<file path="config.mk">
export PLATFORM = sky130hd
export DESIGN_NAME = lock_check
export DESIGN_NICKNAME = d
export VERILOG_FILES = /design/src/rtl/lock_pkg.sv /design/src/rtl/lock_timer.sv /design/src/rtl/lock_check.sv
export SDC_FILE = /design/constraint.sdc
export NUM_CORES = 1
export LEC_CHECK = 0
export ABC_CLOCK_PERIOD_IN_PS = 3000
export CAP_MARGIN = 20
export CORE_ASPECT_RATIO = 0.7
export CORE_MARGIN = 1
export CORE_UTILIZATION = 30
export CTS_BUF_LIST = sky130_fd_sc_hd__clkbuf_4 sky130_fd_sc_hd__clkbuf_8 sky130_fd_sc_hd__clkbuf_16
export CTS_CLUSTER_DIAMETER = 150
export DETAILED_ROUTE_END_ITERATION = 10
export SETUP_SLACK_MARGIN = 0.5
export SLEW_MARGIN = 10
export SYNTH_ARGS = -nofsm -noshare
export SYNTH_HDL_FRONTEND = slang
export SYNTH_SLANG_ARGS = --single-unit
</file>
<file path="constraint.sdc">
create_clock -name clk -period 3 [get_ports clk]
set_clock_uncertainty 0.05 [all_clocks]
set_input_delay 0.75 -clock clk [delete_from_list [all_inputs] [get_ports clk]]
set_output_delay 0.75 -clock clk [all_outputs]
set_load 0.1 [all_outputs]
</file>
<file path="src/rtl/lock_pkg.sv">
// Shared widths, state encoding and factory password for the code lock.
package lock_pkg;

   localparam int unsigned DIGIT_W = 4;
   localparam int unsigned NUM_W   = 6 * DIGIT_W;

   localparam logic [NUM_W-1:0] DEFAULT_PWD = 24'h123456;

   typedef enum logic [2:0] {
      StIdle    = 3'd0,
      StOpen    = 3'd1,
      StError   = 3'd2,
      StLockout = 3'd3,
      StSet     = 3'd4
   } lock_state_t;

   function automatic int unsigned max3(input int unsigned a, input int unsigned b,
                                        input int unsigned c);
      int unsigned m;
      m = (a > b) ? a : b;
      return (m > c) ? m : c;
   endfunction

endpackage

</file>
<file path="src/rtl/lock_timer.sv">
// Loadable down-counter shared by all timed lock states; expire is high while the count is 0.
module lock_timer #(
   parameter int unsigned WIDTH = 8
) (
   input  logic             clk,
   input  logic             rst,
   input  logic             load,
   input  logic [WIDTH-1:0] load_val,
   output logic [WIDTH-1:0] value,
   output logic             expire
);

   logic [WIDTH-1:0] value_q;

   // Saturates at zero so an idle timer never wraps.
   always_ff @(posedge clk or negedge rst) begin
      if (!rst) begin
         value_q <= '0;
      end else if (load) begin
         value_q <= load_val;
      end else if (value_q != '0) begin
         value_q <= value_q - 1'b1;
      end
   end

   assign value  = value_q;
   assign expire = (value_q == '0);

endmodule

</file>
<file path="src/rtl/lock_check.sv">
// Code-lock checker FSM. Define LOCK_CHANGE_PWD_EN to allow password change from the OPEN state.
module lock_check
   import lock_pkg::*;
#(
   parameter logic [NUM_W-1:0] DEFAULT_PWD = lock_pkg::DEFAULT_PWD,
   parameter int unsigned      MAX_FAIL    = 3,
   parameter int unsigned      OPEN_CYCLES = 50_000_000,
   parameter int unsigned      ERR_CYCLES  = 25_000_000,
   parameter int unsigned      LOCK_CYCLES = 500_000_000
) (
   input  logic             clk,
   input  logic             rst,
   input  logic [NUM_W-1:0] number,
   input  logic             wordin_out_flag,
   input  logic             change_req,
   output logic             unlock,
   output logic             err,
   output logic             alarm,
   output logic             pwd_changed,
   output logic [2:0]       fail_cnt,
   output logic [2:0]       state_o
);

   localparam int unsigned MAX_CYC = max3(OPEN_CYCLES, ERR_CYCLES, LOCK_CYCLES);
   localparam int unsigned TMR_W   = $clog2(MAX_CYC + 1);
   localparam logic [2:0]  MAX_F   = 3'(MAX_FAIL);

   // Timer holds N-1 on entry so the state lasts exactly N cycles up to expiry.
   localparam logic [TMR_W-1:0] OPEN_LD = TMR_W'(OPEN_CYCLES - 1);
   localparam logic [TMR_W-1:0] ERR_LD  = TMR_W'(ERR_CYCLES - 1);
   localparam logic [TMR_W-1:0] LOCK_LD = TMR_W'(LOCK_CYCLES - 1);

   lock_state_t      state_q, state_d;
   logic [2:0]       fail_q, fail_d;
   logic [2:0]       fail_inc;
   logic             unlock_q, err_q, alarm_q;
   logic [NUM_W-1:0] pwd;
   logic             tmr_load;
   logic [TMR_W-1:0] tmr_load_val;
   logic [TMR_W-1:0] tmr_value;
   logic             tmr_expire;

`ifdef LOCK_CHANGE_PWD_EN
   logic [NUM_W-1:0] pwd_q, pwd_d;
   logic             pwd_changed_q, pwd_changed_d;
`endif

   lock_timer #(
      .WIDTH (TMR_W)
   ) u_timer (
      .clk      (clk),
      .rst      (rst),
      .load     (tmr_load),
      .load_val (tmr_load_val),
      .value    (tmr_value),
      .expire   (tmr_expire)
   );

   assign fail_inc = fail_q + 3'd1;

   always_comb begin
      state_d      = state_q;
      fail_d       = fail_q;
      tmr_load     = 1'b0;
      tmr_load_val = '0;
`ifdef LOCK_CHANGE_PWD_EN
      pwd_d         = pwd_q;
      pwd_changed_d = 1'b0;
`endif
      unique case (state_q)
         StIdle: begin
            if (wordin_out_flag) begin
               tmr_load = 1'b1;
               if (number == pwd) begin
                  state_d      = StOpen;
                  fail_d       = 3'd0;
                  tmr_load_val = OPEN_LD;
               end else begin
                  fail_d = fail_inc;
                  if (fail_inc == MAX_F) begin
                     state_d      = StLockout;
                     tmr_load_val = LOCK_LD;
                  end else begin
                     state_d      = StError;
                     tmr_load_val = ERR_LD;
                  end
               end
            end
         end
         StOpen: begin
            if (tmr_expire) begin
               state_d = StIdle;
`ifdef LOCK_CHANGE_PWD_EN
            end else if (change_req) begin
               state_d      = StSet;
               tmr_load     = 1'b1;
               tmr_load_val = OPEN_LD;
`endif
            end
         end
         StError: begin
            if (tmr_expire) state_d = StIdle;
         end
         StLockout: begin
            if (tmr_expire) begin
               state_d = StIdle;
               fail_d  = 3'd0;
            end
         end
`ifdef LOCK_CHANGE_PWD_EN
         StSet: begin
            if (tmr_expire) begin
               state_d = StIdle;
            end else if (wordin_out_flag) begin
               state_d       = StIdle;
               pwd_d         = number;
               pwd_changed_d = 1'b1;
            end
         end
`endif
         default: state_d = StIdle;
      endcase
   end

   // Outputs are flopped from the next state so they change with state_q.
   always_ff @(posedge clk or negedge rst) begin
      if (!rst) begin
         state_q  <= StIdle;
         fail_q   <= 3'd0;
         unlock_q <= 1'b0;
         err_q    <= 1'b0;
         alarm_q  <= 1'b0;
      end else begin
         state_q  <= state_d;
         fail_q   <= fail_d;
         unlock_q <= (state_d == StOpen);
         err_q    <= (state_d == StError);
         alarm_q  <= (state_d == StLockout);
      end
   end

`ifdef LOCK_CHANGE_PWD_EN
   always_ff @(posedge clk or negedge rst) begin
      if (!rst) begin
         pwd_q         <= DEFAULT_PWD;
         pwd_changed_q <= 1'b0;
      end else begin
         pwd_q         <= pwd_d;
         pwd_changed_q <= pwd_changed_d;
      end
   end

   assign pwd         = pwd_q;
   assign pwd_changed = pwd_changed_q;
`else
   logic unused_change_req;
   assign unused_change_req = change_req;
   assign pwd               = DEFAULT_PWD;
   assign pwd_changed       = 1'b0;
`endif

   logic [TMR_W-1:0] unused_tmr_value;
   assign unused_tmr_value = tmr_value;

   assign unlock   = unlock_q;
   assign err      = err_q;
   assign alarm    = alarm_q;
   assign fail_cnt = fail_q;
   assign state_o  = state_q;

endmodule
</file>
==> impl_metrics.toml <==
[timing]
rsz0062_at_grt = "true"
fin_crit_ps = 2470
fin_crit_sh_pct = 82.4
setup_viol_count_final = 0
worst_pin_slew_ps = 852
relSlewSlack_pct = 43.2
maxSlewViolCount = 0
finalWorstSetupSlack_ps = 528
tns_ps = 0
max_freq_mhz = 405
finalHoldViolCount = 0

[finish]
final_common_cell = "dfrtp_1"
fin_cells = 365
final_nets = 301
antennaDiodeCount = 0
areaGrowthSynthToFinish_pct = 31.5
layout-drive-gt1-share_pct = 22.5
fillers = 667
final_cell_mix = "35 x dfrtp_1, 29 x buf_4, 25 x clkdlybuf4s50_1"

[synthesis]
synthSimpleGateAreaFrac_pct = 28.1
synth_edf_count = 0
syn_area_per_cell_sq_um = 9.66
synthMuxAreaShare_pct = 1.00
synth_seq_cells = 38
netlist_area_sq_um = 2130
synthXorXnorAreaFrac_pct = 7.42
yosys_most_used_dff = "dfrtp_1"
synth_compound_area_share_pct = 12.8
ys_types = 49
yosys_warnings = 0
ys_seq_area_share_pct = 44.7
synth_fa_ha_area_share_pct = 1.77
synth_top_family_by_area = "simple AND/OR/NAND/NOR gates"
async_flop_share_pct = 100
synthCells = 220

[critical_path]
arrival_ps = 2640
crit_path_start_kind = "flop"
slowest_stage = "or4_4"
crit_path_end_kind = "flop"
critPathMaxStageDelay_ps = 570
critPathKind = "flop to flop"
path_common_cell = "or4_4"
crit_buf_inv = 0
cp_top_family = "simple AND/OR/NAND/NOR gates"
cp_max_fo = 8
cp_cell_sequence = "or4_4 -> or4_4 -> or2_4 -> a221oi_4 -> nor3b_2"
required_ps = 3170

[power]
power_leakage_uw = 0.00109
p_per_area_nw_per_um2 = 612
ir_worst_vdd_uv = 275

[placed_design]
place_congestion = 0.865
pre_cts_slack_ps = 286
placed_cells = 348
hpwl_um = 3830
io_buffer_count = 35

[clock_tree]
cts-buffers-inserted = 5
cts_tree = "built"
path_clk_slew_ps = 80
clockBufferDepth = 2
clk_latency_ps = 290
cts_max_level = 2
holdBufCountCts = 0
cts_root_buf = "clkbuf_8"
clkSinkCount = 38

[drt]
wl_per_cell_um = 14.8
viasPerCell = 5.20
drt-initial-drc-count = 161
wirelength_um = 5400
vias = 1899
antenna_left = 0
drc_errors = 0
drt_pre_antenna_iters = 4

[grt]
grt_pass1_vias = 1772
antenna_found_initial = 0
grt_pass1_wl_um = 8780
grt_usage_pct = 15.4
overflow = 0
grt_max_degree = 39

[outcome]
status = "finished, final reports clean"

[worst_hold_path]
hold_class = "flop to flop"

[floorplan]
start_util_pct = 31.3
die_h_um = 72.4
fp.dieW_um = 103
io_pins = 38
coreArea_sq_um = 6790
die_area_sq_um = 7430
rows = 25

[flow_run]
drv_cap = 0
[layout make-up]
| cell class | instances | area (sq um) | share of cell area [%] |
|---|---|---|---|
| Inverter | 4 | 15.0 | 0.537 |
| Clock buffer | 5 | 68.8 | 2.46 |
| Sequential cell | 38 | 955 | 34.2 |
| Clock inverter | 3 | 40.0 | 1.43 |
| Tap cell | 94 | 118 | 4.21 |
| Timing Repair Buffer | 55 | 473 | 16.9 |
| Multi-Input combinational cell | 166 | 1130 | 40.3 |
[kinds of logic after synthesis]
logic type               after synthesis
multiplexers                           2
other                                  1
adder cells (fa/ha/maj)                3
XOR/XNOR                              18
buffers and inverters                 17
AO/OA/AOI/OAI                         42
AND/OR/NAND/NOR                       99
flip-flops                            38
[state kept, by name (all words and copies together), names as in the netlist]
signal and count:
unlock 1, state_o 3, alarm 1, u_timer.value 29
err 1, fail_cnt 3
[routing by layer]
| metal | up-vias | wire length (um) | part of all wire, % | GRT usage [%] |
|---|---|---|---|---|
| met5 | - | 0 | 0 | 0 |
| met3 | 7 | 483 | 8.9 | 5.49 |
| li1 | 909 | - | - | - |
| met1 | 907 | 2520 | 47 | 21.8 |
| met2 | 76 | 2360 | 44 | 22.4 |
| met4 | 0 | 40 | 0.74 | 3.49 |
[power breakdown]
group	internal (uW)	switching [uW]	total (uW)	leakage, uW
clock	245	190	435	0.0000579
sequential	614	121	736	0.000449
combinational	208	333	541	0.000585
[synth_stat cells (all sizes together) (4+ instances only)]
| master | count | share of area [%] |
|---|---|---|
| or4 | 7 | 2.8 |
| or3 | 7 | 2.1 |
| nand4 | 4 | 1.2 |
| inv | 4 | 0.71 |
| xnor2 | 7 | 2.9 |
| dfrtp | 38 | 45 |
| o21ai | 22 | 5.2 |
| nand2 | 13 | 2.3 |
| nor4 | 11 | 3.2 |
| clkbuf | 8 | 1.4 |
| buf | 5 | 1.9 |
| nor3 | 12 | 3.1 |
| nor4b | 5 | 2.1 |
| nor2 | 17 | 3.0 |
| a21oi | 5 | 1.2 |
| xor2 | 11 | 4.5 |
[worst reg2reg max path, cell delays in order, from the launching register on]
cell	delay (ps)
dfrtp_1	420
or4_4	540
or4_4	570
or2_4	320
a221oi_4	310
nor3b_2	210
[metrics by stage]
step / hold WS [ps] / cell area (sq um) / utilization [%] / power [uW]
detailed placement: 477 / 2590 / 38.2 / 1270
global route: 528 / 2800 / 41.2 / 1810
finish: 494 / 2800 / 41.2 / 1710
floorplan: 404 / 2140 / - / 1100
CTS: 498 / 2710 / 40.0 / 1710
global placement: 464 / 2590 / 38.2 / 1260
[worst paths after layout]
check                           slack (ps)           endpoint  cells after the start              start
worst min-delay path                   490        fail_cnt[2]                      1        fail_cnt[2]
worst min register to register         490        fail_cnt[2]                      1        fail_cnt[2]
worst max register to register         530                err                      5  u_timer.value[25]
min in group asynchronous              510   u_timer.value[5]                      1                rst
worst max-delay path                   530                err                      5  u_timer.value[25]
max in group asynchronous             1800  u_timer.value[24]                      1                rst
[timing repair]
action / CTS / global route
gates cloned: 0 / 0
buffers inserted: 0 / 9
setup endpoints to repair: 18 / 10
resized for setup: 3 / 8
pin swaps: 2 / 1
No activity file was read; power rests on OpenSTA's default activity.
